<file path="config.mk">
export PLATFORM = sky130hd
export DESIGN_NAME = idex_pipe_buffer
export DESIGN_NICKNAME = d
export VERILOG_FILES = /design/src/rtl/idex_pipe_buffer.sv
export SDC_FILE = /design/constraint.sdc
export NUM_CORES = 1
export LEC_CHECK = 0
export ABC_CLOCK_PERIOD_IN_PS = 2700
export BUFFER_PORTS_ARGS = -buffer_cell sky130_fd_sc_hd__buf_2
export CAP_MARGIN = 20
export CORE_MARGIN = 3
export CORE_UTILIZATION = 45
export CTS_CLUSTER_DIAMETER = 30
export CTS_CLUSTER_SIZE = 20
export DETAILED_ROUTE_END_ITERATION = 16
export PLACE_DENSITY_LB_ADDON = 0.05
export SLEW_MARGIN = 40
export SYNTH_ARGS = -nofsm -noshare
export SYNTH_HDL_FRONTEND = slang
export SYNTH_SLANG_ARGS = --single-unit
</file>
<file path="constraint.sdc">
create_clock -name clk -period 2.7 [get_ports clk]
set_input_delay 0.54 -clock clk [delete_from_list [all_inputs] [get_ports clk]]
set_output_delay 0.54 -clock clk [all_outputs]
set_load 0.01 [all_outputs]
</file>
<file path="src/rtl/idex_pipe_buffer.sv">
// idex_pipe_buffer: ID/EX two-entry skid buffer with valid/ready handshake, flush and NOP bubbles
//
// Ports:
//   clk, rst               rising-edge clock, synchronous active-high reset
//   flush                  squash all held entries (ctrl zeroed, data held)
//   in_valid/in_ready      decode-side handshake; in_ready is registered
//   in_ctrl/in_data        control and data bundles from decode
//   out_valid/out_ready    execute-side handshake
//   out_ctrl/out_data      bundles to execute; out_ctrl is zero while out_valid=0
//   occupancy              number of held entries, 0..2
//   stall_cnt              saturating count of cycles with out_valid & !out_ready,
//                          present only when IDEX_PIPE_BUFFER_STATS_EN is defined
module idex_pipe_buffer #(
    parameter int CTRL_W = 10,
    parameter int DATA_W = 165,
    parameter int CNT_W  = 16
) (
    input  logic              clk,
    input  logic              rst,
    input  logic              flush,
    input  logic              in_valid,
    output logic              in_ready,
    input  logic [CTRL_W-1:0] in_ctrl,
    input  logic [DATA_W-1:0] in_data,
    output logic              out_valid,
    input  logic              out_ready,
    output logic [CTRL_W-1:0] out_ctrl,
    output logic [DATA_W-1:0] out_data,
    output logic [1:0]        occupancy
`ifdef IDEX_PIPE_BUFFER_STATS_EN
    ,
    output logic [CNT_W-1:0]  stall_cnt
`endif
);
    typedef enum logic [1:0] {EMPTY = 2'd0, ONE = 2'd1, FULL = 2'd2} state_e;

    state_e            state_q, state_d;
    logic [CTRL_W-1:0] main_ctrl_q, main_ctrl_d, skid_ctrl_q, skid_ctrl_d;
    logic [DATA_W-1:0] main_data_q, main_data_d, skid_data_q, skid_data_d;
    logic              main_vld_q;
    // in_ready_q is the registered inverse of the skid valid bit
    logic              in_ready_q;
    logic              in_fire, out_fire;

    assign in_fire   = in_valid & in_ready_q;
    assign out_fire  = main_vld_q & out_ready;
    assign in_ready  = in_ready_q;
    assign out_valid = main_vld_q;
    assign out_data  = main_data_q;
    // Bubble mask: execute sees a NOP whenever the main entry is empty
    assign out_ctrl  = main_ctrl_q & {CTRL_W{main_vld_q}};
    assign occupancy = state_q;

    always_comb begin
        state_d     = state_q;
        main_ctrl_d = main_ctrl_q;
        main_data_d = main_data_q;
        skid_ctrl_d = skid_ctrl_q;
        skid_data_d = skid_data_q;
        if (flush) begin
            state_d     = EMPTY;
            main_ctrl_d = '0;
            skid_ctrl_d = '0;
        end else begin
            case (state_q)
                EMPTY: begin
                    if (in_fire) begin
                        main_ctrl_d = in_ctrl;
                        main_data_d = in_data;
                        state_d     = ONE;
                    end
                end
                ONE: begin
                    if (in_fire && out_fire) begin
                        main_ctrl_d = in_ctrl;
                        main_data_d = in_data;
                    end else if (in_fire) begin
                        skid_ctrl_d = in_ctrl;
                        skid_data_d = in_data;
                        state_d     = FULL;
                    end else if (out_fire) begin
                        state_d = EMPTY;
                    end
                end
                FULL: begin
                    if (out_fire) begin
                        main_ctrl_d = skid_ctrl_q;
                        main_data_d = skid_data_q;
                        state_d     = ONE;
                    end
                end
                default: state_d = EMPTY;
            endcase
        end
    end

    always_ff @(posedge clk) begin
        if (rst) begin
            state_q     <= EMPTY;
            main_ctrl_q <= '0;
            main_data_q <= '0;
            skid_ctrl_q <= '0;
            skid_data_q <= '0;
            main_vld_q  <= 1'b0;
            in_ready_q  <= 1'b1;
        end else begin
            state_q     <= state_d;
            main_ctrl_q <= main_ctrl_d;
            main_data_q <= main_data_d;
            skid_ctrl_q <= skid_ctrl_d;
            skid_data_q <= skid_data_d;
            main_vld_q  <= state_d != EMPTY;
            in_ready_q  <= state_d != FULL;
        end
    end

`ifdef IDEX_PIPE_BUFFER_STATS_EN
    logic [CNT_W-1:0] stall_cnt_q;

    assign stall_cnt = stall_cnt_q;

    always_ff @(posedge clk) begin
        if (rst)
            stall_cnt_q <= '0;
        else if (main_vld_q && !out_ready && stall_cnt_q != {CNT_W{1'b1}})
            stall_cnt_q <= stall_cnt_q + 1'b1;
    end
`else
    logic [CNT_W-1:0] unused_stats;

    assign unused_stats = '0;
`endif
endmodule
</file>
# Word level (Yosys, flattened, before mapping)
# Index checks and enable logic that the tools add are counted.
[totals] output_inout_bits=179 register_bits=354
[op_classes] n_bitwise=5 eq_ne=6 reduce_logical=9 muxes=15
[op_table] op="$mux W165" n=3
[op_table] op="$pmux W165 S3" n=1
[op_table] op="$mux W10" n=3
[op_table] op="$pmux W10 S3" n=1
[op_table] op="$mux W2" n=6
[op_table] op="$and A10 B10 Y10" n=1
[op_table] op="$ne A2 B2 Y1 const B" n=4
[op_table] op="$reduce_and A4 Y1" n=2
[op_table] op="$pmux W2 S3" n=1
[op_table] op="$reduce_and A5 Y1" n=1
[op_table] op="$reduce_and A3 Y1" n=1
[op_table] op="$reduce_bool A3 Y1" n=1
[op_table] op="$and A1 B1 Y1" n=2
[op_table] op="$eq A2 B1 Y1 const B" n=1
[op_table] op="$eq A2 B2 Y1 const B" n=1
[op_table] op="$logic_not A2 Y1" n=1
[op_table] op="$not A1 Y1" n=2
[op_table] op="$reduce_bool A2 Y1" n=1
[op_table] op="$reduce_or A2 Y1" n=1
[op_table] op="$logic_and A1 B1 Y1" n=1

# Depth between registers and ports, before layout
[depth] word_depth=7 mapped_depth=7 depth_no_buf=3

# Worst setup path before layout
# No wires, ideal clock.
[synth_path] kind="input-to-reg" startpoint="input flush" endpoint="register main_data_q[100], in the netlist out_data[100]" required_ns=2.554 path_stages=6 setup_slack_ns=0.929 arrival_ns=1.625 path_buffers=3 setup_time_ns=0.146 path_cell_list="buf_2 > and4bb_2 > buf_2 > buf_2 > a221oi_1 > a211oi_2"
[synth_between] elab_chain_cells=2
[synth_rtl] element="from (decl)" line="20" source="input logic flush,"
[synth_rtl] element="$not A1 Y1 (no line)"
[synth_rtl] element="$reduce_and A5 Y1 (no line)"
[synth_rtl] element="to (signal assigned)" line="109" source="main_data_q <= main_data_d;"
[synth_rtl] element="to (decl)" line="39" source="logic [DATA_W-1:0] main_data_q, main_data_d, skid_data_q, skid_data_d;"
# Every way passes these cells.
# A chain may end at the register's enable or synchronous reset.

# Worst setup path after layout
[layout_path] startpoint="register main_vld_q, in the netlist out_valid" endpoint="output out_ctrl[1]"
[layout_between] elab_chain_cells=1
[layout_rtl] element="from (decl)" line="40" source="logic main_vld_q;"
[layout_rtl] element="from (signal assigned)" line="104" source="main_vld_q <= 1'b0;"
[layout_rtl] element="from (signal assigned)" line="112" source="main_vld_q <= state_d != EMPTY;"
[layout_rtl] element="$and A10 B10 Y10" line="51" source="assign out_ctrl = main_ctrl_q & {CTRL_W{main_vld_q}};"
[layout_rtl] element="to (decl)" line="27" source="output logic [CTRL_W-1:0] out_ctrl,"
# Every way passes these cells.

==> flow_summary.ini <==
[run_status]
outcome = finished clean

[sta]
setup-tns-final_ns = 0
final.setup_skew_ns = 0.0119
fmax_mhz = 465
worst_pin_slew_ns = 0.674
setup_viol = 0
share_of_the_cycle_needed_by_the_critical_path_after_routing = 0.796
timing_max_transition_violations_final = 0
relSlewSlack = 0.551
unrepaired_setup_endpoints_after_global_routing = no
timing.final.hold_violations = 0
period_needed_ns = 2.15

[drt]
detailedRoute.firstIterationViolations = 1214
ant_nets = 0
detail_route.wl_per_cell_um = 23.3
finalWirelength_um = 59100
route.vias.total = 16300
number_of_detailed_routing_iterations_run_before_antenna_repair = 5
detail_route.vias_per_cell = 6.42
post-route-drc-count = 0

[die]
top_level_i_o_count = 359
rows = 70
coreArea_sq_mm = 0.0371
dieHeight_um = 202
die_w_um = 202
start_util = 0.463
total_die_area_sq_mm = 0.0406

[synthesis]
synth_top_area_cell = sky130_fd_sc_hd__dfxtp_1
netlist.area_leader.share = 0.412
synth_enable_flop_cells = 0
netlist_area_sq_mm = 0.0172
synth.cells.most_frequent = 354 x sky130_fd_sc_hd__dfxtp_1, 177 x sky130_fd_sc_hd__a21oi_1, 175 x sky130_fd_sc_hd__mux2i_1
yosys.cell_types.count = 31
postSynth.asyncResetShare = 0
synth_ff_type = sky130_fd_sc_hd__dfxtp_1
ys_seq_elements = 354
yosys.cell_count.top_type = sky130_fd_sc_hd__dfxtp_1
synth_nets = 1889
postSynthAreaPerCell_sq_um = 10.1
postSynthCellCount = 1709
synth_sequential_area_ratio = 0.412
ys_warn_count = 0
synth_top_cells_by_area = sky130_fd_sc_hd__dfxtp_1 41%, sky130_fd_sc_hd__a211oi_2 11%, sky130_fd_sc_hd__mux2i_1 10%

[cells_and_area]
finalNetCount = 2125
synthToLayoutAreaGrowth_pct = 30.3
final_layout_size_suffix_gt1_frac = 0.361
final_core_utilization = 0.603
final_cell_count_no_fill = 2535
fillers = 3206

[clocking]
post_cts_buffers = 0
cts_tree = yes
tritoncts_num_sinks = 354
ctsHoldBuffers = 0
clk-insertion-delay-late_ns = 0.60
cts_repair_resize_count = 0
cts.clk_slew.worst_paths_ns = 0.05
cts_inserted_buffers = 89
clk_root_buffer_cell = sky130_fd_sc_hd__clkbuf_16
clk_path_buf_depth = 3
cts_max_level = 3

[grt]
antenna_found_initial = 20
gr-usage-all-layers = 0.276
grt.overflow.total = 0
grt_start_max_net_pins = 112
grt_pass1_vias = 16100
grt_first_pass_wirelength_um = 93100

[place]
placed_cells_incl_taps = 2358
dp_hpwl_um = 33300
io_port_bufs = 358
replace_congestion = 0.793

[critical_path]
list_of_cells_traversed_by_the_critical_path = buf_4 > and2_1 > buf_2
worst_r2r_path_depth = 4
startpoint_class_of_the_critical_path = flip-flop
cpPeakStageDelay_ns = 0.46
worstPathArrival_ns = 1.61
required_worst_endpoint_ns = 2.16
critical_path.slowest_cell = sky130_fd_sc_hd__dfxtp_1
criticalPathCategory = flip-flop to output pin
crit_path_end_kind = output pin
critical_path_peak_fanout = 12

[power]
fin_total_pwr_mw = 18.7
vdd.ir_drop.worst_mv = 0.562
p_leak_nw = 9.34
power_density_mw_per_mm2 = 835

[flow_run]
drv_cap = 0

[min_path]
whs_path_depth = 3
hold_class = input pin to flip-flop
[registers in the layout (all words and copies together), names as in the netlist]
name,flops
occupancy,2
out_valid,1
skid_ctrl_q,10
main_ctrl_q,10
skid_data_q,165
out_data,165
in_ready,1
[layout by cell type, fill, tap and decap left out, types with 3 or more instances in the layout]
cell type,synthesis,final
sky130_fd_sc_hd__a211oi_1,35,35
sky130_fd_sc_hd__a211oi_2,150,150
sky130_fd_sc_hd__a21oi_1,177,177
sky130_fd_sc_hd__a221oi_1,167,167
sky130_fd_sc_hd__and2_1,10,10
sky130_fd_sc_hd__buf_12,0,28
sky130_fd_sc_hd__buf_2,100,356
sky130_fd_sc_hd__buf_4,1,31
sky130_fd_sc_hd__bufinv_16,0,15
sky130_fd_sc_hd__clkbuf_1,140,13
sky130_fd_sc_hd__clkbuf_16,0,90
sky130_fd_sc_hd__clkbuf_8,0,17
sky130_fd_sc_hd__clkinv_2,0,21
sky130_fd_sc_hd__clkinv_8,0,3
sky130_fd_sc_hd__clkinvlp_4,0,3
sky130_fd_sc_hd__dfxtp_1,354,354
sky130_fd_sc_hd__diode_2,0,12
sky130_fd_sc_hd__inv_6,0,3
sky130_fd_sc_hd__mux2i_1,175,175
sky130_fd_sc_hd__nand2_1,3,3
sky130_fd_sc_hd__nand3_1,11,11
sky130_fd_sc_hd__nand4_1,166,166
sky130_fd_sc_hd__o21ai_0,10,10
sky130_fd_sc_hd__o31ai_1,165,165
[through the flow]
step	hold WS [ns]	instance area, sq um	setup slack, ns
floorplan	0.448	17200	0.929
CTS	0.188	22400	0.515
finish	0.205	22400	0.551
global route	0.193	22400	0.430
detailed placement	0.459	19200	0.600
global placement	0.453	19200	0.623
[kinds of logic (layout without fill, tap and decap cells)]
group	Yosys count	after routing	share of synthesized area
AOI/OAI and AO/OA	711	711	0.340
DFF	354	354	0.412
buffers and inverters	273	583	0.0754
and+or+nand+nor	196	196	0.0709
muxes	175	175	0.102
other	0	12	0
[layout make-up]
class,count,area [sq um],share of cell area
clock inverter,45,653,0.0292
sequential,354,7090,0.316
clock buffer,120,2530,0.113
multi-input combinational,1082,8860,0.395
timing repair buffer,417,2600,0.116
antenna,12,30.0,0.00134
inverter,1,11.3,0.000503
tap,504,631,0.0281
[worst paths after layout]
kind	startpoint	end	slack, ns
worst max-delay path	out_valid	out_ctrl[1]	0.55
worst max register to register	occupancy[1]	out_data[131]	0.61
worst min-delay path	in_data[153]	skid_data_q[153]	0.21
worst min register to register	skid_data_q[2]	skid_data_q[2]	0.46
[worst max-delay path, delay by kind of cell, from the launching register on]
kind          cells  cell delay, ns
buf+inv           2            0.38
flops             1            0.46
simple gates      1            0.17
[power by group]
| part | switching (mW) | internal (mW) | total, mW | leakage (nW) |
|---|---|---|---|---|
| sequential | 0.126 | 5.47 | 5.60 | 2.89 |
| combinational | 1.20 | 0.709 | 1.91 | 4.88 |
| clock | 3.25 | 7.95 | 11.2 | 1.58 |
| total | 4.58 | 14.1 | 18.7 | 9.34 |
[layer usage]
metal / share of wire / global-route usage / up-vias
li1: - / - / 7424
met1: 0.44 / 0.377 / 8162
met2: 0.46 / 0.424 / 550
met3: 0.065 / 0.0712 / 121
met4: 0.028 / 0.0972 / 20
met5: 0.0024 / 0 / -
Note: power is estimated with default switching activity, not from simulation.
